**config.mk**
```make
export PLATFORM = sky130hd
export DESIGN_NAME = ps2_kbd_rx
export DESIGN_NICKNAME = d
export VERILOG_FILES = /design/src/rtl/ps2_kbd_pkg.sv /design/src/rtl/ps2_kbd_fifo.sv /design/src/rtl/ps2_kbd_rx.sv
export SDC_FILE = /design/constraint.sdc
export NUM_CORES = 1
export LEC_CHECK = 0
export BUFFER_PORTS_ARGS = -buffer_cell sky130_fd_sc_hd__buf_4
export CAP_MARGIN = 25
export CORE_ASPECT_RATIO = 0.8
export CORE_UTILIZATION = 55
export CTS_BUF_LIST = sky130_fd_sc_hd__clkbuf_4
export DETAILED_ROUTE_END_ITERATION = 8
export GPL_TIMING_DRIVEN = 0
export PLACE_DENSITY = 0.79
export SLEW_MARGIN = 20
export SYNTH_ARGS = -nofsm -noshare
export SYNTH_HDL_FRONTEND = slang
export SYNTH_SLANG_ARGS = --single-unit
```
**constraint.sdc**
```tcl
create_clock -name clk -period 5.1 [get_ports clk]
set_input_delay 1.02 -clock clk [delete_from_list [all_inputs] [get_ports clk]]
set_output_delay 1.02 -clock clk [all_outputs]
set_load 0.005 [all_outputs]
```
**src/rtl/ps2_kbd_pkg.sv**
```systemverilog
// Shared types and constants for the PS/2 keyboard receiver.
package ps2_kbd_pkg;

  localparam logic [7:0] PS2_E0 = 8'hE0;
  localparam logic [7:0] PS2_F0 = 8'hF0;

  typedef enum logic [1:0] {
    ST_IDLE,
    ST_GOT_E0,
    ST_GOT_F0,
    ST_GOT_E0F0
  } dec_state_e;

  typedef struct packed {
    logic       ext;
    logic       brk;
    logic [7:0] code;
  } kbd_evt_t;

endpackage

```
**src/rtl/ps2_kbd_fifo.sv**
```systemverilog
// Synchronous event FIFO, registered head (no fall-through); drop flagged when full.
module ps2_kbd_fifo #(
  parameter int DEPTH = 8,
  parameter int WIDTH = 10
) (
  input  logic                     clk,
  input  logic                     rst,
  input  logic                     push,
  input  logic [WIDTH-1:0]         din,
  input  logic                     pop,
  output logic [WIDTH-1:0]         dout,
  output logic                     valid,
  output logic [$clog2(DEPTH):0]   level,
  output logic                     drop
);

  localparam int AW = $clog2(DEPTH);

  logic [WIDTH-1:0] mem_q [DEPTH];
  logic [AW-1:0]    wr_ptr_q, wr_ptr_d;
  logic [AW-1:0]    rd_ptr_q, rd_ptr_d;
  logic [AW:0]      level_q, level_d;
  logic             full, pop_ok, push_ok;

  always_comb begin
    full     = (level_q == (AW+1)'(DEPTH));
    pop_ok   = pop && (level_q != '0);
    // A write into a full FIFO is allowed when the head leaves in the same cycle.
    push_ok  = push && (!full || pop_ok);
    drop     = push && full && !pop_ok;
    wr_ptr_d = push_ok ? wr_ptr_q + AW'(1) : wr_ptr_q;
    rd_ptr_d = pop_ok  ? rd_ptr_q + AW'(1) : rd_ptr_q;
    level_d  = level_q;
    if (push_ok && !pop_ok) level_d = level_q + (AW+1)'(1);
    else if (!push_ok && pop_ok) level_d = level_q - (AW+1)'(1);
  end

  always_ff @(posedge clk or negedge rst) begin
    if (!rst) begin
      wr_ptr_q <= '0;
      rd_ptr_q <= '0;
      level_q  <= '0;
    end else begin
      wr_ptr_q <= wr_ptr_d;
      rd_ptr_q <= rd_ptr_d;
      level_q  <= level_d;
    end
  end

  always_ff @(posedge clk) begin
    if (push_ok) mem_q[wr_ptr_q] <= din;
  end

  assign valid = (level_q != '0);
  assign level = level_q;
  assign dout  = valid ? mem_q[rd_ptr_q] : '0;

endmodule

```
**src/rtl/ps2_kbd_rx.sv**
```systemverilog
// PS/2 keyboard receiver: frame capture, E0/F0 decoder, event FIFO.
// Optional press counter output enabled by defining PS2_KBD_PRESS_CNT_EN.
module ps2_kbd_rx #(
  parameter int FIFO_DEPTH     = 8,
  parameter int SYNC_STAGES    = 3,
  parameter int TIMEOUT_CYCLES = 50000
) (
  input  logic                          clk,
  input  logic                          rst,
  input  logic                          ps2_clk,
  input  logic                          ps2_data,
  output logic                          out_valid,
  input  logic                          out_ready,
  output logic [9:0]                    out_data,
  output logic [$clog2(FIFO_DEPTH):0]   fifo_level,
  output logic                          overflow,
  output logic [7:0]                    frame_err_cnt
`ifdef PS2_KBD_PRESS_CNT_EN
  ,
  output logic [15:0]                   press_cnt
`endif
);

  import ps2_kbd_pkg::*;

  localparam int TW = $clog2(TIMEOUT_CYCLES + 1);

  logic [SYNC_STAGES-1:0] clk_sync_q, clk_sync_d;
  logic [SYNC_STAGES-1:0] dat_sync_q, dat_sync_d;
  logic [3:0]             bit_cnt_q, bit_cnt_d;
  logic [9:0]             shift_q, shift_d;
  logic [TW-1:0]          timer_q, timer_d;
  logic                   frame_ok_q, frame_ok_d;
  logic                   frame_bad_q, frame_bad_d;
  logic [7:0]             byte_q, byte_d;
  logic [7:0]             err_cnt_q, err_cnt_d;
  logic                   overflow_q, overflow_d;
  dec_state_e             state_q, state_d;

  logic                   fall, sample, timeout, frame_good;
  kbd_evt_t               evt;
  logic                   evt_push, fifo_drop;

  // Frame capture: bits shift in from the top so the start bit ends at shift_q[0].
  always_comb begin
    clk_sync_d  = {clk_sync_q[SYNC_STAGES-2:0], ps2_clk};
    dat_sync_d  = {dat_sync_q[SYNC_STAGES-2:0], ps2_data};
    fall        = clk_sync_q[SYNC_STAGES-1] & ~clk_sync_q[SYNC_STAGES-2];
    sample      = dat_sync_q[SYNC_STAGES-1];
    timeout     = (bit_cnt_q != '0) && !fall && (timer_q == TW'(TIMEOUT_CYCLES - 1));
    frame_good  = !shift_q[0] && sample && (^shift_q[9:1]);
    bit_cnt_d   = bit_cnt_q;
    shift_d     = shift_q;
    byte_d      = byte_q;
    frame_ok_d  = 1'b0;
    frame_bad_d = 1'b0;
    if (fall) begin
      if (bit_cnt_q == 4'd10) begin
        bit_cnt_d   = '0;
        frame_ok_d  = frame_good;
        frame_bad_d = !frame_good;
        byte_d      = shift_q[8:1];
      end else begin
        bit_cnt_d = bit_cnt_q + 4'd1;
        shift_d   = {sample, shift_q[9:1]};
      end
    end else if (timeout) begin
      bit_cnt_d = '0;
    end
    timer_d = (fall || bit_cnt_q == '0 || timeout) ? '0 : timer_q + TW'(1);
  end

  // Decoder runs one clock after the stop-bit strobe, on the registered byte.
  always_comb begin
    state_d  = state_q;
    evt      = '0;
    evt_push = 1'b0;
    if (frame_bad_q || timeout) begin
      state_d = ST_IDLE;
    end else if (frame_ok_q) begin
      if (byte_q == PS2_E0) begin
        state_d = ST_GOT_E0;
      end else if (byte_q == PS2_F0 && state_q == ST_IDLE) begin
        state_d = ST_GOT_F0;
      end else if (byte_q == PS2_F0 && state_q == ST_GOT_E0) begin
        state_d = ST_GOT_E0F0;
      end else begin
        evt.ext  = (state_q == ST_GOT_E0) || (state_q == ST_GOT_E0F0);
        evt.brk  = (state_q == ST_GOT_F0) || (state_q == ST_GOT_E0F0);
        evt.code = byte_q;
        evt_push = 1'b1;
        state_d  = ST_IDLE;
      end
    end
  end

  always_comb begin
    err_cnt_d  = err_cnt_q;
    if ((frame_bad_q || timeout) && err_cnt_q != 8'hFF) err_cnt_d = err_cnt_q + 8'd1;
    overflow_d = overflow_q | fifo_drop;
  end

  always_ff @(posedge clk or negedge rst) begin
    if (!rst) begin
      clk_sync_q  <= '1;
      dat_sync_q  <= '1;
      bit_cnt_q   <= '0;
      shift_q     <= '0;
      timer_q     <= '0;
      frame_ok_q  <= 1'b0;
      frame_bad_q <= 1'b0;
      byte_q      <= '0;
      err_cnt_q   <= '0;
      overflow_q  <= 1'b0;
      state_q     <= ST_IDLE;
    end else begin
      clk_sync_q  <= clk_sync_d;
      dat_sync_q  <= dat_sync_d;
      bit_cnt_q   <= bit_cnt_d;
      shift_q     <= shift_d;
      timer_q     <= timer_d;
      frame_ok_q  <= frame_ok_d;
      frame_bad_q <= frame_bad_d;
      byte_q      <= byte_d;
      err_cnt_q   <= err_cnt_d;
      overflow_q  <= overflow_d;
      state_q     <= state_d;
    end
  end

  ps2_kbd_fifo #(
    .DEPTH (FIFO_DEPTH),
    .WIDTH (10)
  ) u_fifo (
    .clk   (clk),
    .rst   (rst),
    .push  (evt_push),
    .din   (evt),
    .pop   (out_ready),
    .dout  (out_data),
    .valid (out_valid),
    .level (fifo_level),
    .drop  (fifo_drop)
  );

  assign overflow      = overflow_q;
  assign frame_err_cnt = err_cnt_q;

`ifdef PS2_KBD_PRESS_CNT_EN
  logic [15:0] press_cnt_q, press_cnt_d;

  always_comb begin
    press_cnt_d = press_cnt_q;
    if (evt_push && !fifo_drop && !evt.brk) press_cnt_d = press_cnt_q + 16'd1;
  end

  always_ff @(posedge clk or negedge rst) begin
    if (!rst) press_cnt_q <= '0;
    else      press_cnt_q <= press_cnt_d;
  end

  assign press_cnt = press_cnt_q;
`endif

endmodule

```
# Word level (Yosys, flattened, before mapping)
# Memory sizes are Yosys's and may differ from the RTL's.
# Index checks and enable logic that the tools add are counted.
[op_classes] n_addsub=7 mul=0 div=0 magnitude_cmp=0 eq_ne=9 shift=0 n_mux=28 bitwise_logic=4 reduce_logical=35
[ops] cell="2-to-1 mux 10 bit" n=6
[ops] cell="2-to-1 mux 4 bit" n=5
[ops] cell="adder 16 x 1 -> 16 bit (second input constant)" n=1
[ops] cell="equality test 16 bit (second input constant)" n=1
[ops] cell="equality test 8 bit (second input constant)" n=2
[ops] cell="2-to-1 mux 16 bit" n=1
[ops] cell="logical AND 1 bit" n=13
[ops] cell="2-to-1 mux 1 bit" n=11
[ops] cell="2-to-1 mux 2 bit" n=5
[ops] cell="parity 9 bit" n=1
[ops] cell="adder 4 x 1 -> 4 bit (second input constant)" n=2
[ops] cell="adder 8 x 1 -> 8 bit (second input constant)" n=1
[ops] cell="equality test 4 bit (second input constant)" n=2
[ops] cell="inequality test 8 bit (second input constant)" n=1
[ops] cell="nonzero test 4 bit" n=2
[ops] cell="adder 3 x 1 -> 3 bit (second input constant)" n=2
[ops] cell="logical NOT 1 bit" n=6
[ops] cell="logical OR 1 bit" n=6
[ops] cell="nonzero test 2 bit" n=3
[ops] cell="equality test 2 bit (second input constant)" n=2
[ops] cell="logical NOT 4 bit" n=1
[ops] cell="AND reduction 2 bit" n=2
[ops] cell="subtractor 4 x 1 -> 4 bit (second input constant)" n=1
[ops] cell="equality test 2 x 1 -> 1 bit (second input constant)" n=1
[ops] cell="4 further kinds" n=5
[word_totals] reg_bits=67 latchBits=0 ramBits=80 romBits=0 input_bits=5 out_inout_bits=24 word_cells=98 memories=1
[mem_list] memory="u_fifo.mem_q" depth=8 width=10 rd=1 rd_clocked_by_memory_dff=0 wr=1 line_no="ps2_kbd_fifo.sv:19" rtl="logic [WIDTH-1:0] mem_q [DEPTH];"

# Longest topological paths before layout
[logic_depth] depth_word=12 depth_mapped=13 ltp_nobuf=13

# Modules after synthesis
# From an unflattened synthesis, not the netlist that was laid out.
[hier_totals] hier_cells=405 hier_area_um2=6276.0
[modules_own_cells] mod="ps2_kbd_fifo" instances=1 cells_each=183 area_per_inst_um2=3648.5
[modules_own_cells] mod="ps2_kbd_rx" instances=1 cells_each=222 area_per_inst_um2=2627.5

# Worst setup path before layout
# No wires, ideal clock.
[synth_timing] kind="in2reg" from="in out_ready" to="reg u_fifo.level_q[3], in the netlist u_fifo.level[3]" arrival_time_ns=2.701 required_time_ns=4.975 setup_slack_ns=2.274 stages=11 path_buffers=0 cell_sequence="nand3b_1 > and2_4 > and3_4 > ha_1 > inv_1 > ha_1 > a21o_1 > a21oi_1 > xnor2_1 > nor2_1 > xor2_1"
[synth_via] elab_chain_len=6 elab_cells_between_ends=9 classes_between="mux: 1; reduce/logical: 8"
[synth_rtl] element="from (decl)" line_no="ps2_kbd_rx.sv:13" rtl="input logic out_ready,"
[synth_rtl] element="logical AND 1 bit (*)" line_no="ps2_kbd_fifo.sv:27" rtl="pop_ok = pop && (level_q != '0);"
[synth_rtl] element="logical OR 1 bit (*)" line_no="ps2_kbd_fifo.sv:29" rtl="push_ok = push && (!full || pop_ok);"
[synth_rtl] element="logical AND 1 bit (*)" line_no="ps2_kbd_fifo.sv:29"
[synth_rtl] element="net u_fifo.push_ok" line_no="ps2_kbd_fifo.sv:23" rtl="logic full, pop_ok, push_ok;"
[synth_rtl] element="logical NOT 1 bit" line_no="ps2_kbd_fifo.sv:35" rtl="else if (!push_ok && pop_ok) level_d = level_q - (AW+1)'(1);"
[synth_rtl] element="logical AND 1 bit" line_no="ps2_kbd_fifo.sv:35"
[synth_rtl] element="nonzero test 2 bit (no source line)"
[synth_rtl] element="to (signal assigned)" line_no="ps2_kbd_fifo.sv:46" rtl="level_q <= level_d;"
[synth_rtl] element="to (decl)" line_no="ps2_kbd_fifo.sv:22" rtl="logic [AW:0] level_q, level_d;"
# Mark *: on every way through the listed nets, which the timed path passes. The rest lies on a longest branch.
# A chain may end at the register's enable or synchronous reset.

# Worst setup path after layout
[layout_timing] from="reg u_fifo.rd_ptr_q[1]" to="out out_data[3]"
[layout_via] elab_chain_len=2
[layout_rtl] element="from (decl)" line_no="ps2_kbd_fifo.sv:21" rtl="logic [AW-1:0] rd_ptr_q, rd_ptr_d;"
[layout_rtl] element="from (signal assigned)" line_no="ps2_kbd_fifo.sv:45" rtl="rd_ptr_q <= rd_ptr_d;"
[layout_rtl] element="memory read (8 x 10 bit)"
[layout_rtl] element="2-to-1 mux 10 bit" line_no="ps2_kbd_fifo.sv:56" rtl="assign dout = valid ? mem_q[rd_ptr_q] : '0;"
[layout_rtl] element="to (decl)" line_no="ps2_kbd_rx.sv:14" rtl="output logic [9:0] out_data,"
# No other way between the ends.

==> out/qor.csv <==
metric;value;unit
ys.flop_type;edfxtp_1;
multiInputGateArea;0.00207;mm2
drtIter0Drc;342;
post-place-ws;1.94;ns
nNetsFinal;481;
p_per_area;433;mW/mm2
ff2ff_setup_slack;2.04;ns
overflow;0;
synth_most_common_cell;edfxtp_1;
grt_util_all_layers;21.3;%
status;finished clean;
hold_buffers;0;
hold_path.class;reg -> reg;
period_share;66.8;%
chipHeight;97.2;um
grt_max_degree;68;
drc;0;
ctsResizeCount;0;
path_cells;clkbuf_1 -> mux4_2 -> mux2i_1 -> nor2_1 -> buf_4;
tightestPinTransition;1.04;ns
timing.fmax;293;MHz
synth_common_cells;edfxtp_1 (80), dfrtp_1 (61), nor2_1 (41), mux2_2 (21), mux4_2 (20);
hold_viol;0;
tritoncts;built;
clock_path_buffers;2;
layout_min_cycle_time;3.41;ns
start_util;57.0;%
die_w;121;um
final_cells;622;
grt_first_pass_wirelength;18500;um
ant_nets;0;
fillers;778;
gp_congestion;0.765;
post_cts_buffers;0;
skew;0.0151;ns
critPathMaxStageDelay;0.57;ns
setup_ws;1.69;ns
via_per_inst;5.67;
yosys_warnings;0;
avgSynthCellArea;15.2;um2
io_buffers;28;
place_inst;589;
routed_wl;11400;um
critPathKind;reg -> out;
yosysTopAreaCell;edfxtp_1;
ir_drop;0.202;mV
ctsRootBufferMaster;clkbuf_4;
worst-path-buf-inv;2;
h-tree-depth;4;
start_kind;flip-flop;
setup-violations-final;0;
grt_setup_unrepaired;no;
core_area;0.0109;mm2
worstPathMaxFanout;10;
ys_ff_latch;147;
grt_pass1_vias;3549;
drv_slew;0;
finalHoldWorstSlack;0.365;ns
syn-num-nets;427;
vias;3524;
wl_per_cell;18.3;um
seq_area;0.00409;mm2
required;4.08;ns
firstDrtPassIters;4;
clk_pin_slew;0.13;ns
synth.cell_area;0.00624;mm2
grt_antenna_before_repair;0;
drive_above_1_share;27.6;%
worstSetupEndpointType;output pin;
cts_inserted_buffers;17;
relSlewSlack;30.2;%
synth.area.top_cells;edfxtp_1 (39%), dfrtp_1 (24%), mux4_2 (7.2%);
syn2layout_area_growth;12.1;%
syn_inst;411;
antenna_cells;0;
setup-tns-final;0;ns
yosys.area.top_type_share;38.5;%
cts_sinks;147;
post-dp-hpwl;7800;um
slowest_stage;clkbuf_1;
max-cap-violations;0;
critical_path_arrival;2.39;ns
ios;29;
synth.distinct_cells;51;
synthArstFlopShare;45.6;%
ys_seq_area_share;65.5;%
crit_family;buffers and inverters;
synth-edff-count;80;
die-area;0.0118;mm2
rows;34;
p_leak;0.00285;uW
clk_latency;0.54;ns
-- logic make-up after synthesis --
kind of cell | synth area share (%)
buf+inv | 1.36
fa+ha+maj | 2.33
compound gates | 3.11
simple gates | 10.3
mux | 12.9
xor+xnor | 4.49
flops | 65.5
-- cell usage in the layout, fill, tap and decap left out, types with 6 or more instances in the layout --
cell type  count
inv_1          8
clkbuf_4      18
mux2i_1       10
dfstp_2        6
xor2_1        13
nand2_1       14
xnor2_1       19
ha_1          10
o21ai_0        9
edfxtp_1      80
and2_1         8
nand4_1        6
dfrtp_1       61
mux2_2        21
buf_4         32
nor2_1        41
a21oi_1        9
mux4_2        20
nand3_1       13
-- metrics by stage --
stage / cell area, um2 / util [%] / power [uW]
floorplan: 6240 / - / 2060
global placement: 6630 / 60.6 / 2290
detailed placement: 6690 / 61.2 / 2320
CTS: 6980 / 63.9 / 3050
global route: 6990 / 63.9 / 3190
finish: 6990 / 63.9 / 3030
-- worst register-to-register path: cells and delay by family, from the launching register on --
kind,cells,cell delay [ns]
adders and majority gates,3,0.75
and+or+nand+nor,4,0.75
AOI/OAI and AO/OA,3,0.63
DFF,1,0.44
xor gates and xnor gates,2,0.28
buffers and inverters,1,0.09
-- report_power, final --
group          internal (uW)  leakage, uW  switching (uW)  total, uW
Sequential              1360      0.00166             139       1500
Clock                    303     0.000152             433        736
Combinational            412      0.00103             378        790
-- flip-flops by register name, summed over array words and instances, names as in the netlist, 4 cells and up --
| register | cells |
|---|---|
| u_fifo.level | 4 |
| bit_cnt_q | 4 |
| timer_q | 16 |
| shift_q | 10 |
| byte_q | 8 |
| u_fifo.mem_q | 80 |
| frame_err_cnt | 8 |
-- path summary, 6_finish.rpt --
kind,depth (start not counted),startpoint,to
setup reg to reg,13,timer_q[0]$_DFF_PN0_,u_fifo.level[3]$_DFFE_PN0P_
hold reg to reg,0,dat_sync_q[1]$_DFF_PN1_,dat_sync_q[2]$_DFF_PN1_
hold / removal,0,dat_sync_q[1]$_DFF_PN1_,dat_sync_q[2]$_DFF_PN1_
setup / recovery,5,u_fifo.rd_ptr_q[1]$_DFFE_PN0N_,out_data[3]
min in group asynchronous,1,rst,frame_err_cnt[0]$_DFFE_PN0P_
max in group asynchronous,1,rst,byte_q[0]$_DFFE_PN0P_
-- area by class of cell --
| type | count | share of cell area [%] |
|---|---|---|
| repair buffers | 35 | 3.92 |
| multi-input cells | 245 | 29.7 |
| clock buffers | 18 | 1.93 |
| flip-flops and latches | 147 | 58.5 |
| clock inverters | 14 | 2.20 |
| inverters | 8 | 0.430 |
| plain buffers | 11 | 0.788 |
| well taps | 144 | 2.58 |
-- routing by layer --
metal  up-vias  routed length [um]  part of all wire [%]  GRT usage [%]
met5         -                   0                     0              0
met4         0                 126                   1.1           7.22
met3        12                 591                   5.2           5.58
met2        72                5430                    48           32.2
met1      1809                5220                    46           30.3
li1       1631                   -                     -              -
Power figures use the tool's default switching activity.
